$ cat src/rtl/spi_arb_pkg.sv
// Shared types and widths for the SPI master arbiter.
package spi_arb_pkg;

    localparam int SS_W   = 2;
    localparam int BYTE_W = 8;

    typedef logic [1:0] state_t;

    localparam state_t IDLE  = 2'd0;
    localparam state_t ISSUE = 2'd1;
    localparam state_t WAIT  = 2'd2;
    localparam state_t HOLD  = 2'd3;

endpackage

$ cat src/rtl/rr_arbiter.sv
// Combinational round-robin picker: first request above the previous winner, wrapping.
module rr_arbiter #(
    parameter int N_REQ = 2,
    parameter int IDX_W = 1
) (
    input  logic [N_REQ-1:0] req,
    input  logic [IDX_W-1:0] last,
    output logic [N_REQ-1:0] gnt,
    output logic [IDX_W-1:0] gnt_idx
);

    logic found;
    int   cand;

    always_comb begin
        gnt     = '0;
        gnt_idx = '0;
        found   = 1'b0;
        cand    = 0;
        for (int k = 1; k <= N_REQ; k++) begin
            cand = (int'(last) + k) % N_REQ;
            if (!found && req[IDX_W'(cand)]) begin
                found   = 1'b1;
                gnt_idx = IDX_W'(cand);
            end
        end
        if (found) begin
            gnt[gnt_idx] = 1'b1;
        end
    end

endmodule

$ cat src/rtl/spi_master_arbiter.sv
// Shares one SPI master between N_REQ byte requesters, one transaction (burst) at a time.
module spi_master_arbiter
    import spi_arb_pkg::*;
#(
    parameter int              N_REQ   = 2,
    parameter logic [SS_W-1:0] SS_IDLE = 2'b00,
    parameter int              TIMEOUT = 1024
) (
    input  logic                      clk,
    input  logic                      rst,
    input  logic [N_REQ-1:0]          req_valid,
    input  logic [BYTE_W*N_REQ-1:0]   req_data,
    input  logic [SS_W*N_REQ-1:0]     req_ss,
    input  logic [N_REQ-1:0]          req_last,
    output logic [N_REQ-1:0]          req_ready,
    output logic [N_REQ-1:0]          rsp_valid,
    output logic [BYTE_W-1:0]         rsp_data,
    output logic                      rsp_err,
    output logic [BYTE_W-1:0]         m_toXmit,
    output logic                      m_strobe,
    output logic [SS_W-1:0]           m_ss,
    input  logic [BYTE_W-1:0]         m_Rcvd,
    input  logic                      m_Ready,
    input  logic                      m_XmitFull,
    input  logic                      m_busy
);

    localparam int IDX_W = $clog2(N_REQ);
    localparam int WD_W  = $clog2(TIMEOUT);

    state_t             state_q;
    logic [IDX_W-1:0]   grant_q;
    logic [IDX_W-1:0]   last_grant_q;
    logic               last_q;
    logic [WD_W-1:0]    wd_q;

    logic [N_REQ-1:0]   pick_oh;
    logic [IDX_W-1:0]   pick_idx;
    logic [SS_W-1:0]    pick_ss;
    logic [BYTE_W-1:0]  cur_data;
    logic               cur_valid;
    logic               cur_last;

    assign pick_ss   = req_ss[SS_W*int'(pick_idx) +: SS_W];
    assign cur_data  = req_data[BYTE_W*int'(grant_q) +: BYTE_W];
    assign cur_valid = req_valid[grant_q];
    assign cur_last  = req_last[grant_q];

    rr_arbiter #(
        .N_REQ (N_REQ),
        .IDX_W (IDX_W)
    ) u_rr (
        .req     (req_valid),
        .last    (last_grant_q),
        .gnt     (pick_oh),
        .gnt_idx (pick_idx)
    );

    always_ff @(posedge clk) begin
        if (rst) begin
            state_q      <= IDLE;
            grant_q      <= '0;
            last_grant_q <= IDX_W'(N_REQ - 1);
            last_q       <= 1'b0;
            wd_q         <= '0;
            req_ready    <= '0;
            rsp_valid    <= '0;
            rsp_data     <= '0;
            rsp_err      <= 1'b0;
            m_toXmit     <= '0;
            m_strobe     <= 1'b0;
            m_ss         <= SS_IDLE;
        end else begin
            req_ready <= '0;
            rsp_valid <= '0;
            m_strobe  <= 1'b0;
            case (state_q)
                IDLE: begin
                    if (|pick_oh) begin
                        grant_q <= pick_idx;
                        m_ss    <= pick_ss;
                        state_q <= ISSUE;
                    end
                end
                ISSUE: begin
                    if (!m_XmitFull && !m_busy) begin
                        m_strobe           <= 1'b1;
                        m_toXmit           <= cur_data;
                        req_ready[grant_q] <= 1'b1;
                        last_q             <= cur_last;
                        wd_q               <= '0;
                        state_q            <= WAIT;
                    end
                end
                WAIT: begin
                    // A Ready on the expiry cycle still counts as a normal completion.
                    if (m_Ready) begin
                        rsp_data           <= m_Rcvd;
                        rsp_err            <= 1'b0;
                        rsp_valid[grant_q] <= 1'b1;
                        if (last_q) begin
                            last_grant_q <= grant_q;
                            m_ss         <= SS_IDLE;
                            state_q      <= IDLE;
                        end else begin
                            state_q <= HOLD;
                        end
                    end else if (wd_q == WD_W'(TIMEOUT - 1)) begin
                        rsp_data           <= '0;
                        rsp_err            <= 1'b1;
                        rsp_valid[grant_q] <= 1'b1;
                        last_grant_q       <= grant_q;
                        m_ss               <= SS_IDLE;
                        state_q            <= IDLE;
                    end else begin
                        wd_q <= wd_q + 1'b1;
                    end
                end
                HOLD: begin
                    if (cur_valid) begin
                        state_q <= ISSUE;
                    end
                end
                default: state_q <= IDLE;
            endcase
        end
    end

endmodule

$ cat config.mk
export PLATFORM = sky130hd
export DESIGN_NAME = spi_master_arbiter
export DESIGN_NICKNAME = d
export VERILOG_FILES = /design/src/rtl/spi_arb_pkg.sv /design/src/rtl/rr_arbiter.sv /design/src/rtl/spi_master_arbiter.sv
export SDC_FILE = /design/constraint.sdc
export NUM_CORES = 1
export LEC_CHECK = 0
export CORE_MARGIN = 2
export CORE_UTILIZATION = 46
export CTS_CLUSTER_SIZE = 24
export DETAILED_ROUTE_END_ITERATION = 10
export MAX_ROUTING_LAYER = met4
export PLACE_DENSITY_LB_ADDON = 0.2
export SETUP_SLACK_MARGIN = 0.05
export SLEW_MARGIN = 20
export SYNTH_ARGS = -nofsm -noshare
export SYNTH_HDL_FRONTEND = slang
export SYNTH_SLANG_ARGS = --single-unit
$ cat constraint.sdc
create_clock -name clk -period 2 [get_ports clk]
set_clock_uncertainty 0.15 [all_clocks]
set_input_delay 0.3 -clock clk [delete_from_list [all_inputs] [get_ports clk]]
set_output_delay 0.3 -clock clk [all_outputs]
set_load 0.01 [all_outputs]
==> impl_metrics.env <==
export IMPL_final_hold_viol_count=0
export IMPL_gr_usage_met3_pct=5.03
export IMPL_antenna_found_initial=0
export IMPL_grt_pass1_wl_um=7190
export IMPL_cts_max_path_buffers=2
export IMPL_grt_max_degree=37
export IMPL_crit_type="register to register"
export IMPL_ys_ff_latch=39
export IMPL_die_area_mm2=0.00469
export IMPL_period_minus_slack_ns=1.88
export IMPL_num_rows=23
export IMPL_layout_nets=308
export IMPL_worst_pin_slew_ns=0.363
export IMPL_cts_tree="done"
export IMPL_detail_route_iter0_violations=98
export IMPL_setup_tns_ns=0
export IMPL_ys_seq_area_share_pct=40.8
export IMPL_slew_limit_headroom_pct=75.8
export IMPL_ctsHtreeMaxLevel=2
export IMPL_ioPinCount=61
export IMPL_grt_pass1_vias=1518
export IMPL_startpoint_type="register"
export IMPL_antenna_left=0
export IMPL_cts_sinks=39
export IMPL_clk_latency_ns=0.30
export IMPL_synth_area_mm2=0.00191
export IMPL_drc_errors=0
export IMPL_drv_cap=0
export IMPL_cts_clk_slew_worst_paths_ns=0.08
export IMPL_gp_congestion=0.863
export IMPL_synth_distinct_cells=49
export IMPL_wl_per_cell_um=14.6
export IMPL_firstDrtPassIters=5
export IMPL_cts_buffers=5
export IMPL_ctsHoldBuffers=0
export IMPL_synth_avg_cell_area_um2=9.48
export IMPL_cp_end_kind="register"
export IMPL_synth_edf_count=0
export IMPL_arrival_ns=1.96
export IMPL_p_per_area_mw_per_mm2=714
export IMPL_via_per_inst=5.67
export IMPL_rsz0062_at_grt="false"
export IMPL_root_buffer="clkbuf_8"
export IMPL_maxSlewViolCount=0
export IMPL_ir_worst_vdd_mv=0.368
export IMPL_die_h_um=68.5
export IMPL_die_w_um=68.5
export IMPL_max_freq_mhz=531
export IMPL_core_mm2=0.00400
export IMPL_hpwlAfterDp_um=3270
export IMPL_post_route_cells_drive_above_1_share_pct=13.5
export IMPL_busiest_layer="met2"
export IMPL_area_growth_syn_to_layout_pct=41.7
export IMPL_worstPathMaxFanout=5
export IMPL_synthMostInstantiatedCell="dfxtp_1"
export IMPL_hold_class="register to register"
export IMPL_routed_via_count=1797
export IMPL_holdWs_ns=0.332
export IMPL_syn_num_nets=244
export IMPL_cp_required_ns=2.08
export IMPL_setup_viol=0
export IMPL_grt_usage_pct=21.1
export IMPL_synthArstFlopShare_pct=0
export IMPL_post_synth_top_area_fraction_pct=40.8
export IMPL_rrSetupSlack_ns=0.12
export IMPL_met2_usage_pct=30.8
export IMPL_routed_wl_um=4630
export IMPL_run_status="complete, no violations"
export IMPL_synth_area_leaders="dfxtp_1 (41%), mux2i_1 (6.8%), a211oi_1 (5.1%)"
export IMPL_p_leak_uw=0.000958
export IMPL_yosysWarnings=0
export IMPL_synth_cells=202
export IMPL_grt_util_met1_pct=27.8
export IMPL_io_buffers=60
export IMPL_synth_area_leader_cell="dfxtp_1"
export IMPL_overflow=0
export IMPL_ys_flop_type="dfxtp_1"
export IMPL_fin_crit_sh_pct=94.2
export IMPL_synth_common_cells="dfxtp_1 (39), nor2_1 (17), a211oi_1 (13), mux2i_1 (13), nand2_1 (12)"
export IMPL_diodes=0
export IMPL_initial_utilization_pct=47.9
cells by family (layout without fill, tap and decap cells):
logic type	Yosys count	in the layout	synth area share, %
DFF	39	39	40.8
and+or+nand+nor	63	63	17.7
AOI/OAI and AO/OA	62	62	24.6
muxes	13	13	6.80
adders and majority gates	5	5	3.27
buffers and inverters	20	85	6.80
worst paths after layout:
check / start / end / depth (start not counted)
max: wd_q[1]$_SDFFE_PP0P_ / state_q[1]$_SDFFE_PP0P_ / 5
min: rsp_data[6]$_SDFFE_PP0P_ / rsp_data[6]$_SDFFE_PP0P_ / 1
max reg2reg: wd_q[1]$_SDFFE_PP0P_ / state_q[1]$_SDFFE_PP0P_ / 5
min reg2reg: rsp_data[6]$_SDFFE_PP0P_ / rsp_data[6]$_SDFFE_PP0P_ / 1
placed cells by master (no fill, tap or decap), types with 2 or more instances in the layout:
cell,count
clkdlybuf4s50_1,60
dfxtp_1,37
nor2_1,17
a211oi_1,13
mux2i_1,13
nand2_1,11
a21oi_1,10
buf_4,10
a22o_1,8
inv_1,6
o21ai_0,6
nor3_1,5
clkbuf_8,5
nor2b_1,4
a41oi_1,4
or3_1,4
nand3_1,3
ha_2,3
and4_1,2
and2_1,2
nand4b_1,2
nand4_1,2
nand3b_1,2
o31ai_2,2
o32ai_1,2
a31oi_1,2
ha_1,2
dfxtp_2,2
report_power, final:
| group | leakage [uW] | switching, uW | total (uW) | internal [uW] |
|---|---|---|---|---|
| Combinational | 0.000583 | 204 | 432 | 228 |
| Clock | 0.0000581 | 293 | 664 | 371 |
| Sequential | 0.000317 | 26.1 | 840 | 814 |
| Total | 0.000958 | 523 | 1940 | 1410 |
state kept, by name (all words and copies together), names as in the netlist:
name	count
last_q	1
m_strobe	1
m_toXmit	8
m_ss	2
wd_q	10
rsp_data	8
state_q	2
rsp_valid	2
last_grant_q	1
rsp_err	1
grant_q	1
req_ready	2
what timing repair did:
action	4_1_cts	5_1_grt
endpoints found under the setup margin	1	22
pin swaps	1	4
setup buffers	0	1
resized for setup	0	11
layer usage:
layer	vias up	share of wire [%]
met5	-	0
met4	0	1.5
met3	6	7.0
met2	71	46
met1	824	46
li1	896	-
per-stage QoR:
stage	instance area, um^2	std cells	power, uW	utilization, %	setup slack [ns]
floorplan	1910	202	1080	-	0.245
global placement	2560	308	1260	63.9	0.0836
detailed placement	2560	308	1270	63.9	0.0503
CTS	2670	316	1920	66.8	0.0504
global route	2710	317	2020	67.8	0.0469
finish	2710	317	1940	67.8	0.116
cell type report:
type	count	area, um^2
Fill cell	344	1290
Multi-Input combinational cell	143	1040
Sequential cell	39	783
Timing Repair Buffer	71	696
Clock buffer	5	68.8
Tap cell	50	62.6
Clock inverter	3	43.8
Inverter	6	22.5
worst max-delay path: stages (launching register included):
cell and delay, ns:
dfxtp_1 0.37, ha_2 0.23, nand4_1 0.27, o311ai_2 0.36, and4_1 0.26, mux2i_1 0.18
Power figures use the tool's default switching activity.
